## src/rtl/mem_arbiter.sv

```systemverilog
// Arbiter sharing one single-port memory between instruction fetch (IF) and load/store (D).
// One transaction in flight at a time; D has priority, with a starvation limit that lets IF through.
module mem_arbiter #(
  parameter int ADDR_W     = 32,
  parameter int DATA_W     = 32,
  parameter int MEM_LAT    = 2,
  parameter int STARVE_MAX = 2
) (
  input  logic                clk,
  input  logic                reset,
  input  logic                if_req,
  input  logic [ADDR_W-1:0]   if_addr,
  output logic                if_gnt,
  output logic                if_rvalid,
  output logic [DATA_W-1:0]   if_rdata,
  input  logic                d_req,
  input  logic                d_we,
  input  logic [ADDR_W-1:0]   d_addr,
  input  logic [DATA_W-1:0]   d_wdata,
  input  logic [DATA_W/8-1:0] d_wstrb,
  output logic                d_gnt,
  output logic                d_rvalid,
  output logic [DATA_W-1:0]   d_rdata,
  output logic                mem_en,
  output logic                mem_we,
  output logic [ADDR_W-1:0]   mem_addr,
  output logic [DATA_W-1:0]   mem_wdata,
  output logic [DATA_W/8-1:0] mem_wstrb,
  input  logic [DATA_W-1:0]   mem_rdata,
  output logic                busy
);

  localparam int STRB_W = DATA_W / 8;
  localparam int LW     = $clog2(MEM_LAT + 1);
  localparam int SW     = $clog2(STARVE_MAX + 1);

  typedef enum logic {IDLE, WAIT} state_t;

  state_t          state, state_next;
  logic [LW-1:0]   lat_cnt;
  logic [SW-1:0]   starve_cnt;
  logic            owner;      // 0 = IF, 1 = D
  logic            owner_we;
  logic            if_win, d_win;
  logic            lat_done;

  assign lat_done = (lat_cnt == LW'(MEM_LAT));
  assign busy     = (state == WAIT);

  // Arbitration; grants stay low while reset is asserted.
  always_comb begin
    if_win = 1'b0;
    d_win  = 1'b0;
    if (reset && state == IDLE) begin
      if (d_req && !(if_req && starve_cnt == SW'(STARVE_MAX)))
        d_win = 1'b1;
      else if (if_req)
        if_win = 1'b1;
    end
  end

  always_ff @(posedge clk or negedge reset) begin
    if (!reset) state <= IDLE;
    else        state <= state_next;
  end

  always_comb begin
    state_next = state;
    case (state)
      IDLE: if (if_win || d_win) state_next = WAIT;
      WAIT: if (lat_done)        state_next = IDLE;
      default:                   state_next = IDLE;
    endcase
  end

  always_comb begin
    if_gnt    = if_win;
    d_gnt     = d_win;
    mem_en    = if_win || d_win;
    mem_we    = d_win && d_we;
    mem_addr  = d_win ? d_addr : if_addr;
    mem_wdata = d_win ? d_wdata : '0;
    mem_wstrb = (d_win && d_we) ? d_wstrb : {STRB_W{1'b0}};
  end

  always_ff @(posedge clk or negedge reset) begin
    if (!reset) begin
      lat_cnt    <= '0;
      starve_cnt <= '0;
      owner      <= 1'b0;
      owner_we   <= 1'b0;
      if_rvalid  <= 1'b0;
      d_rvalid   <= 1'b0;
      if_rdata   <= '0;
      d_rdata    <= '0;
    end else begin
      if_rvalid <= 1'b0;
      d_rvalid  <= 1'b0;
      if (if_win || d_win) begin
        owner    <= d_win;
        owner_we <= d_win && d_we;
        lat_cnt  <= LW'(1);
        if (if_win)
          starve_cnt <= '0;
        else if (if_req && starve_cnt != SW'(STARVE_MAX))
          starve_cnt <= starve_cnt + SW'(1);
      end else if (state == WAIT) begin
        if (lat_done) begin
          // Stores complete with an acknowledge only, so their read data is zeroed.
          if (owner) begin
            d_rvalid <= 1'b1;
            d_rdata  <= owner_we ? '0 : mem_rdata;
          end else begin
            if_rvalid <= 1'b1;
            if_rdata  <= mem_rdata;
          end
        end else begin
          lat_cnt <= lat_cnt + LW'(1);
        end
      end
    end
  end

endmodule

```

## config.mk

```make
export PLATFORM = sky130hd
export DESIGN_NAME = mem_arbiter
export DESIGN_NICKNAME = d
export VERILOG_FILES = /design/src/rtl/mem_arbiter.sv
export SDC_FILE = /design/constraint.sdc
export NUM_CORES = 1
export LEC_CHECK = 0
export CAP_MARGIN = 20
export CORE_AREA = 2 2 107 109
export DETAILED_ROUTE_END_ITERATION = 10
export DIE_AREA = 0 0 109 111
export PLACE_DENSITY_LB_ADDON = 0.3
export SLEW_MARGIN = 0
export SYNTH_ARGS = -nofsm -noshare
export SYNTH_HDL_FRONTEND = slang
export SYNTH_SLANG_ARGS = --single-unit
```

## constraint.sdc

```tcl
create_clock -name clk -period 2.1 [get_ports clk]
set_input_delay 0.315 -clock clk [delete_from_list [all_inputs] [get_ports clk]]
set_output_delay 0.315 -clock clk [all_outputs]
set_load 0.05 [all_outputs]
```

== Yosys cells after proc, flatten, opt, wreduce, memory -nomap -nowiden ==
Index checks and enable logic that the tools add are counted.
Storage, ports and cells
  flip-flop bits (word level): 73
  bits of input ports: 137
  output and inout port bits: 139
  logic and storage cells: 56
Operators by class
  add/sub/neg operators: 2
  equal/unequal tests: 4
  mux-type cells: 25
  bitwise operators: 3
  reductions and logical operators: 13
Operator list (count)
  $mux 32: 3
  $mux 1: 15
  $mux 2: 5
  $reduce_and 4->1: 2
  $logic_and 1x1->1: 5
  $add 2x1->2 const B: 2
  $eq 2x2->1 const B: 2
  $mux 4: 1
  $ne 2x2->1 const B: 2
  $reduce_and 2->1: 2
  $reduce_bool 2->1: 2
  $not 1->1: 3
  $pmux 1 s2: 1
  $logic_not 1->1: 1
  $logic_or 1x1->1: 1

== Depth between registers and ports, before layout ==
Gate-level depths: netlist (run 1).
  depth in word-level cells: 9
  depth in mapped cells: 7
  gate-level depth less buffers: 5

== Worst setup path after synthesis (run 1) ==
No wires, ideal clock.
  path kind: reg2out
  start: register state, in the netlist busy
  end: output mem_wstrb[0]
  arrival: 2.132 ns
  data required time: 1.785 ns
  setup slack: -0.347 ns
  stages on the path, launching flop included: 6
  buffers on the path: 2
  cells stage by stage: dfrtp_1 nor2b_1 buf_2 and3_1 clkbuf_1 and2_1
On the way
  cells in the longest elaborated chain, start to end: 5
Ends and longest elaborated chain
  start: declaration: line 39  | state_t state, state_next;
  start signal: assignment: line 64  | else state <= state_next;
  $not 1->1
  $logic_and 1x1->1: line 54  | if (reset && state == IDLE) begin
  $mux 1: line 54
  $logic_and 1x1->1
  named net mem_we: line 25  | output logic mem_we,
  $mux 4: line 83  | mem_wstrb = (d_win && d_we) ? d_wstrb : {STRB_W{1'b0}};
  end: declaration: line 28  | output logic [DATA_W/8-1:0] mem_wstrb,
The timed path passes the listed nets, and every way through them passes these cells.

== Final worst setup path (run 1) ==
  start: register starve_cnt[1]
  end: output mem_addr[31]
On the way
  cells in the longest elaborated chain, start to end: 7
Ends and longest elaborated chain
  start: declaration: line 41  | logic [SW-1:0] starve_cnt;
  start signal: assignment: line 106  | starve_cnt <= starve_cnt + SW'(1);
  $eq 2x2->1: line 55  | if (d_req && !(if_req && starve_cnt == SW'(STARVE_MAX)))
  $logic_and 1x1->1: line 55
  $logic_not 1->1: line 55
  $logic_and 1x1->1: line 55
  $mux 1: line 55
  $mux 1: line 54
  $mux 32: line 81  | mem_addr = d_win ? d_addr : if_addr;
  end: declaration: line 26  | output logic [ADDR_W-1:0] mem_addr,
No other way between the ends.

==> flow_metrics.env, run 1 <==
export IMPL_wl_um=14800
export IMPL_worst_setup_path_start_kind="flop"
export IMPL_r2r_start="lat_cnt[0]"
export IMPL_multi_input_area_mm2=0.00187
export IMPL_required_ns=1.78
export IMPL_swShare_pct=46.0
export IMPL_synth_top_area_share_pct=49.8
export IMPL_grt_pass1_wl_um=21900
export IMPL_fin_cells=758
export IMPL_die_area_mm2=0.0121
export IMPL_io_pins=276
export IMPL_finalSetupViolations=45
export IMPL_synth_edf_count=0
export IMPL_utilization_pct=69.8
export IMPL_path_max_fanout=7
export IMPL_synthCells=325
export IMPL_insertion_delay_ns=0.32
export IMPL_cts_buffers=9
export IMPL_pre_cts_slack_ns=-0.0396
export IMPL_relSlewSlack_pct=34.3
export IMPL_vias_per_cell=4.73
export IMPL_synthTopCellsByArea="dfrtp_1 50%, mux2_2 11%, mux2_4 11%"
export IMPL_numPlacedInstances=739
export IMPL_drt_initial_drc_count=160
export IMPL_seq_area_frac_synth_pct=49.8
export IMPL_layout_nets=749
export IMPL_tightest_slew_ns=0.986
export IMPL_fin_ws_ns=-0.0869
export IMPL_post_drt_wl_per_cell_um=19.5
export IMPL_drc=0
export IMPL_synthArstFlopShare_pct=100
export IMPL_min_period_ns=2.19
export IMPL_first_global_vias=3714
export IMPL_portBuffers=275
export IMPL_seq_power_share_pct=23.0
export IMPL_r2r_setup_slack_ns=0.48
export IMPL_fmaxAchievable_mhz=457
export IMPL_finalHoldViolCount=0
export IMPL_clkSlewWorstSetupHoldPaths_ns=0.06
export IMPL_power_mw=11.1
export IMPL_synthTopCellsByCount="73 x dfrtp_1, 38 x nand2_1, 37 x mux2_2"
export IMPL_clkPwrFrac_pct=16.1
export IMPL_antenna_found_initial=0
export IMPL_cts_max_path_buffers=2
export IMPL_r2r_end="if_rdata[21]"
export IMPL_power_internal_mw=5.99
export IMPL_syn_nets=464
export IMPL_start_util_pct=33.1
export IMPL_report_final_slew_viol_count=0
export IMPL_coreArea_mm2=0.0111
export IMPL_row_count=39
export IMPL_maxCapViolCount=0
export IMPL_hold_class="input pin to asynchronous set/reset pin"
export IMPL_cts_tree="built"
export IMPL_syn_cell_area_mm2=0.00367
export IMPL_synth_warnings=0
export IMPL_finalClockSkew_ns=0.00727
export IMPL_ctsHoldBuffers=0
export IMPL_failed_checks="negative setup slack"
export IMPL_area_growth_pct=111
export IMPL_tns_ns=-2.29
export IMPL_htree_levels=3
export IMPL_ff2ff_path_depth=5
export IMPL_root_buffer="clkbuf_16"
export IMPL_crit_type="flop to output pin"
export IMPL_fp_dieW_um=109
export IMPL_diodes=0
export IMPL_endpoint_kind="output pin"
export IMPL_drive_gt1_share_pct=34.8
export IMPL_yosysTopAreaCell="dfrtp_1"
export IMPL_p_per_area_mw_per_mm2=1440
export IMPL_cts_sinks=73
export IMPL_die_y_um=111
export IMPL_vdd_ir_drop_max_v=0.000874
export IMPL_synth_main_ff_cell="dfrtp_1"
export IMPL_regArea_mm2=0.00183
export IMPL_period_share_pct=104
export IMPL_rsz0062_at_grt="yes"
export IMPL_grt_max_degree=74
export IMPL_fillers=840
export IMPL_net_switching_power_mw=5.11
export IMPL_yosysMostFrequentCell="dfrtp_1"
export IMPL_status="complete, but fails checks"
export IMPL_route_antenna_remaining_nets=0
export IMPL_crit_arrival_ns=1.87
export IMPL_syn_avg_cell_area_um2=11.3
export IMPL_postSynthRegisterBits=73
export IMPL_gp_congestion=0.840
export IMPL_dp_hpwl_um=11600
export IMPL_yosysUniqueCellTypes=23
export IMPL_first_pass_iters=4
export IMPL_grt_use_total_pct=24.7
export IMPL_p_leak_nw=3.47
export IMPL_grt_overflow_total=0
export IMPL_via_count=3586
export IMPL_pwr_share_comb_pct=60.9
## how the worst max path moves through the flow
stage                               to          start  slack (ns)  depth (start not counted)
final                     mem_addr[31]  starve_cnt[1]       -0.09                          6
after global routing      mem_addr[31]  starve_cnt[1]       -0.15                          6
after CTS                 mem_addr[31]  starve_cnt[1]       -0.12                          6
after detailed placement  mem_addr[23]          d_req       -0.04                          6
after global placement    mem_addr[21]          d_req      -0.006                          6
after floorplan           mem_wstrb[0]           busy        0.04                          5
## layout by cell type, fill, tap and decap left out, types with 2 or more instances in the layout
master,n
mux2_4,28
dfrtp_1,73
buf_12,47
clkdlybuf4s50_1,200
clkbuf_8,2
bufinv_16,3
buf_4,16
nand2b_1,33
nand3b_1,2
and2_4,4
buf_8,2
and3_4,25
buf_6,32
mux2_2,36
nand2_1,38
o21ai_0,35
and3_1,8
inv_1,5
clkbuf_16,9
## power groups by stage
stage	combinational, mW	clock, mW	sequential [mW]
after floorplan	1.86	0	4.72
after global placement	6.47	0	2.53
after detailed placement	6.56	0	2.57
after CTS	6.74	1.82	2.55
after global routing	7.07	1.90	2.65
final	6.76	1.79	2.55
## registers in the layout, indices dropped and copies added, names as in the netlist
register,flops
busy,1
d_rdata,32
d_rvalid,1
if_rdata,32
if_rvalid,1
lat_cnt,2
owner,1
owner_we,1
starve_cnt,2
## area by class of cell
| cell class | count | share of cell area [%] |
|---|---|---|
| multi-input cells | 222 | 24.2 |
| clock buffers | 12 | 3.32 |
| inverters | 6 | 0.291 |
| clock inverters | 4 | 1.28 |
| repair buffers | 298 | 45.0 |
| well taps | 143 | 2.31 |
| flip-flops and latches | 73 | 23.6 |
## layer usage
metal  global-route usage [%]  vias up  part of all wire (%)
met5                        0        -                     0
met4                     4.02        0                  0.92
met3                     8.70       14                   8.5
met2                     41.8      166                    51
met1                     30.5     1729                    40
li1                         -     1677                     -
## what timing repair did
action / 4_1_cts / 5_1_grt
gates resized for setup: 55 / 21
pin swaps: 6 / 1
setup buffers: 3 / 0
gates cloned: 1 / 0
setup endpoints to repair: 56 / 71
## critical path: stages, from the launching register on
cell and delay, ns:
dfrtp_1 0.41, ha_4 0.18, a21boi_4 0.16, nand2_4 0.14
buf_12 0.18, mux2_4 0.33, buf_12 0.15
## kinds of logic (layout without fill, tap and decap cells)
family / count (synthesis) / count (layout) / synth area share [%]
mux: 64 / 64 / 22.4
buf+inv: 30 / 320 / 3.85
compound gates: 38 / 38 / 5.66
fa+ha+maj: 2 / 2 / 0.682
simple gates: 117 / 117 / 17.4
xor+xnor: 1 / 1 / 0.239
flops: 73 / 73 / 49.8
## metrics by stage
step                instance area [µm²]  hold WS [ns]
CTS                                7640         0.306
floorplan                          3680        0.0194
global placement                   7030         0.461
global route                       7730         0.357
detailed placement                 7030         0.469
finish                             7730         0.278
No activity file was read; power rests on OpenSTA's default activity.
==> run 2, diff against run 1 <==
Settings changed: CORE_AREA 2 2 107 109 to 2 2 106 108, CTS_BUF_LIST from default to sky130_fd_sc_hd__clkbuf_4, DIE_AREA 0 0 109 111 to 0 0 108 110, RECOVER_POWER from default to 50.
==> flow_metrics.env, run 2 (synthesized netlist as in run 1, its figures left out) <==
export IMPL_status="complete, but fails checks"
export IMPL_failed_checks="max-capacitance violations, max-slew violations, negative setup slack"
export IMPL_routed_top_layer="met5"
export IMPL_path_max_fanout=21
export IMPL_grt_overflow_total=0
export IMPL_htree_levels=3
export IMPL_relSlewSlack_pct=-21.3
export IMPL_fp_dieW_um=108
export IMPL_route_antenna_remaining_nets=0
export IMPL_io_pins=276
export IMPL_gp_congestion=0.879
export IMPL_die_y_um=110
export IMPL_met1_length_um=5930
export IMPL_cts_max_path_buffers=2
export IMPL_finalClockSkew_ns=0.0292
export IMPL_p_per_area_mw_per_mm2=1370
export IMPL_wl_um=16200
export IMPL_layout_nets=747
export IMPL_insertion_delay_ns=0.41
export IMPL_crit_arrival_ns=1.99
export IMPL_antenna_found_initial=3
export IMPL_first_pass_iters=4
export IMPL_grt_pass1_wl_um=22800
export IMPL_tightest_slew_ns=1.82
export IMPL_top_regs="d_rdata: 32 flops, if_rdata: 32 flops"
export IMPL_grt_max_degree=74
export IMPL_fin_cells=754
export IMPL_cts_sinks=73
export IMPL_period_share_pct=110
export IMPL_row_count=38
export IMPL_fin_ws_ns=-0.202
export IMPL_finalHoldViolCount=0
export IMPL_fmaxAchievable_mhz=434
export IMPL_post_drt_wl_per_cell_um=21.5
export IMPL_rsz0062_at_grt="yes"
export IMPL_drt_initial_drc_count=177
export IMPL_report_final_slew_viol_count=74
export IMPL_final_cell_mix="201 x clkdlybuf4s50_1, 73 x dfrtp_1, 47 x buf_12"
export IMPL_min_period_ns=2.30
export IMPL_p_leak_nw=3.34
export IMPL_root_buffer="clkbuf_4"
export IMPL_pre_cts_slack_ns=-0.0187
export IMPL_met3RoutedLength_um=1740
export IMPL_die_area_mm2=0.0119
export IMPL_portBuffers=275
export IMPL_routed_wl_met2_um=7990
export IMPL_dp_hpwl_um=13200
export IMPL_grt_use_total_pct=26.7
export IMPL_crit_type="flop to output pin"
export IMPL_numPlacedInstances=737
export IMPL_endpoint_kind="output pin"
export IMPL_cts_tree="built"
export IMPL_drc=0
export IMPL_area_growth_pct=102
export IMPL_maxCapViolCount=1
export IMPL_start_util_pct=34.3
export IMPL_drive_gt1_share_pct=32.5
export IMPL_cts_buffers=9
export IMPL_clkSlewWorstSetupHoldPaths_ns=0.12
export IMPL_vdd_ir_drop_max_v=0.00107
export IMPL_required_ns=1.78
export IMPL_coreArea_mm2=0.0107
export IMPL_layout_commonest_cell="clkdlybuf4s50_1"
export IMPL_via_count=3593
export IMPL_vias_per_cell=4.77
export IMPL_first_global_vias=3773
export IMPL_worst_setup_path_start_kind="flop"
export IMPL_finalSetupViolations=70
export IMPL_hold_class="input pin to flop"
run 2: critical path, stage by stage, from the launching register on:
cell and delay, ns:
dfrtp_1 0.42, inv_2 0.07, ha_4 0.17, a21boi_4 0.18
nand2_4 0.09, buf_12 0.18, mux2_4 0.32, buf_6 0.16
run 2: metrics by stage:
step	utilization (%)	hold slack, ns	power, mW	setup TNS, ns	cell area, µm²
final	69.3	0.445	10.2	-8.02	7410
after global routing	69.3	0.448	10.6	-14.68	7410
after CTS	70.1	0.159	10.3	-10.93	7500
after detailed placement	65.8	0.470	9.16	-0.231	7040
after global placement	65.8	0.462	9.01	0	7040
after floorplan	-	0.0194	6.58	0	3680
run 2: final cells by class:
class,count,area (µm²)
repair buffers,296,3420
fillers,799,3290
flip-flops and latches,73,1830
multi-input cells,222,1820
well taps,140,175
clock inverters,7,76.3
clock buffers,9,67.6
inverters,6,22.5
diodes,1,2.50
run 2: worst paths after layout:
check                      slack, ns     startpoint            end  depth (start not counted)
setup reg to reg                0.28     lat_cnt[0]   if_rdata[24]                          5
setup / recovery               -0.20  starve_cnt[0]   mem_addr[27]                          7
max in group asynchronous       0.44          reset    d_rdata[15]                          2
hold / removal                  0.44          reset  starve_cnt[1]                          4
hold reg to reg                 0.49    d_rdata[27]    d_rdata[27]                          2
min in group asynchronous       0.57          reset    d_rdata[30]                          2
run 2: power by group:
part	internal, mW	switching [mW]	total, mW
logic	2.60	4.09	6.69
registers	2.10	0.465	2.56
clock network	0.371	0.534	0.905
total	5.07	5.08	10.2
run 2: per-layer routing:
metal  up-vias  global-route usage (%)
li1       1670                       -
met1      1707                    30.6
met2       185                    44.8
met3        29                    11.7
met4         2                    8.88
met5         -                       0
run 2: timing repair:
| action | 4_1_cts | 5_1_grt |
|---|---|---|
| hold buffers | 0 | 0 |
| resized for setup | 63 | 3 |
| buffers inserted | 3 | 1 |
| endpoints found under the setup margin | 71 | 72 |
| gates cloned | 2 | 0 |
| pin swaps | 8 | 5 |
==> run 3, diff against run 2 <==
Settings changed: SKIP_LAST_GASP from default to 1.
==> flow_metrics.env, run 3 (synthesized netlist as in run 1, its figures left out) <==
export IMPL_power_internal_mw=5.08
export IMPL_failed_checks="max-capacitance violations, max-slew violations, negative setup slack"
export IMPL_p_per_area_mw_per_mm2=1370
export IMPL_via_count=3578
export IMPL_finalHoldViolCount=0
export IMPL_layout_nets=748
export IMPL_drc=0
export IMPL_gp_congestion=0.879
export IMPL_cts_max_path_buffers=2
export IMPL_clkSlewWorstSetupHoldPaths_ns=0.12
export IMPL_numPlacedInstances=737
export IMPL_wl_um=16400
export IMPL_hold_class="input pin to flop"
export IMPL_worst_setup_path_start_kind="flop"
export IMPL_multi_input_area_mm2=0.00182
export IMPL_period_share_pct=111
export IMPL_design_area_mm2=0.00743
export IMPL_maxCapViolCount=1
export IMPL_root_buffer="clkbuf_4"
export IMPL_clkPwrFrac_pct=8.9
export IMPL_seq_power_share_pct=25.2
export IMPL_cts_buffers=9
export IMPL_p_leak_nw=3.35
export IMPL_drive_gt1_share_pct=32.7
export IMPL_dp_hpwl_um=13200
export IMPL_place_area_mm2=0.00704
export IMPL_drt_initial_drc_count=213
export IMPL_endpoint_kind="output pin"
export IMPL_finalClockSkew_ns=0.0279
export IMPL_pwr_share_comb_pct=65.9
export IMPL_swShare_pct=50.1
export IMPL_antenna_found_initial=3
export IMPL_die_y_um=110
export IMPL_fin_cells=755
export IMPL_net_switching_power_mw=5.09
export IMPL_post_drt_wl_per_cell_um=21.7
export IMPL_route_antenna_remaining_nets=0
export IMPL_regArea_mm2=0.00183
export IMPL_pre_cts_slack_ns=-0.0187
export IMPL_path_max_fanout=10
export IMPL_min_period_ns=2.32
export IMPL_io_pins=276
export IMPL_first_global_vias=3756
export IMPL_finalSetupViolations=70
export IMPL_htree_levels=3
export IMPL_worst_path_max_delay_cell="dfrtp_1"
export IMPL_die_area_mm2=0.0119
export IMPL_report_final_slew_viol_count=74
export IMPL_fp_dieW_um=108
export IMPL_portBuffers=275
export IMPL_power_mw=10.2
export IMPL_grt_overflow_total=0
export IMPL_required_ns=1.78
export IMPL_utilization_pct=69.5
export IMPL_insertion_delay_ns=0.42
export IMPL_grt_use_total_pct=26.7
export IMPL_layout_commonest_cell="clkdlybuf4s50_1"
export IMPL_max_stage_delay_ns=0.42
export IMPL_top_regs="d_rdata: 32 flops, if_rdata: 32 flops"
export IMPL_r2r_setup_slack_ns=0.28
export IMPL_row_count=38
export IMPL_cts_sinks=73
export IMPL_cts_tree="built"
export IMPL_vdd_ir_drop_max_v=0.00107
export IMPL_cp_cell_sequence="inv_2, ha_4, a21boi_4, nand2_4, clkbuf_16, mux2_4, buf_6"
export IMPL_crit_type="flop to output pin"
export IMPL_grt_max_degree=74
export IMPL_rsz0062_at_grt="yes"
export IMPL_worst_hold_slack_ns=0.435
export IMPL_vias_per_cell=4.74
export IMPL_final_cell_mix="201 x clkdlybuf4s50_1, 73 x dfrtp_1, 47 x buf_12"
export IMPL_ctsHoldBuffers=0
export IMPL_first_pass_iters=4
export IMPL_area_growth_pct=103
export IMPL_relSlewSlack_pct=-21.4
export IMPL_crit_arrival_ns=2.01
export IMPL_start_util_pct=34.3
export IMPL_fmaxAchievable_mhz=430
export IMPL_tightest_slew_ns=1.82
export IMPL_fin_ws_ns=-0.224
export IMPL_grt_pass1_wl_um=22800
export IMPL_tns_ns=-9.20
export IMPL_fillers=797
export IMPL_status="complete, but fails checks"
export IMPL_coreArea_mm2=0.0107
[run 3: cell types whose count changed in the layout (fill, tap and decap cells not counted), sizes merged]
cell / delta
clkbuf: +1
[run 3: area by class of cell]
| cell class | instances | area share, % |
|---|---|---|
| Antenna cell | 1 | 0.0337 |
| Clock buffer | 9 | 0.909 |
| Clock inverter | 7 | 1.03 |
| Inverter | 6 | 0.303 |
| Multi-Input combinational cell | 222 | 24.5 |
| Sequential cell | 73 | 24.6 |
| Tap cell | 140 | 2.36 |
| Timing Repair Buffer | 297 | 46.3 |
[run 3: critical path: cells and delay by family, from the launching register on]
family | cells | cell delay (ns)
AOI/OAI and AO/OA | 1 | 0.18
buffers and inverters | 3 | 0.41
DFF | 1 | 0.42
adders and majority gates | 1 | 0.17
and+or+nand+nor | 1 | 0.11
muxes | 1 | 0.31
[run 3: layer usage]
metal / GRT usage, % / vias to the layer above / routed length, µm
li1: - / 1672 / -
met1: 30.8 / 1705 / 6160
met2: 45.1 / 169 / 8110
met3: 11.3 / 30 / 1560
met4: 8.88 / 2 / 505
met5: 0 / - / 19
[run 3: path summary, 6_finish.rpt]
check | from | endpoint | cells after the start
min | reset | starve_cnt[1] | 4
min in group asynchronous | reset | d_rdata[30] | 2
min reg2reg | d_rdata[27] | d_rdata[27] | 2
max in group asynchronous | reset | if_rdata[26] | 2
max reg2reg | lat_cnt[0] | if_rdata[24] | 5
max | starve_cnt[0] | mem_addr[10] | 7
[run 3: timing repair]
| item | CTS | global route |
|---|---|---|
| cloned | 2 | 1 |
| setup endpoints to repair | 71 | 72 |
| setup buffers | 3 | 1 |
| resized for setup | 61 | 5 |
| pin swaps | 8 | 5 |
[run 3: power groups by stage]
stage	combinational (mW)	sequential, mW	clock (mW)
global route	6.98	2.65	1.01
global placement	6.46	2.54	0
detailed placement	6.57	2.59	0
CTS	6.77	2.56	0.931
finish	6.70	2.56	0.908
floorplan	1.86	4.72	0
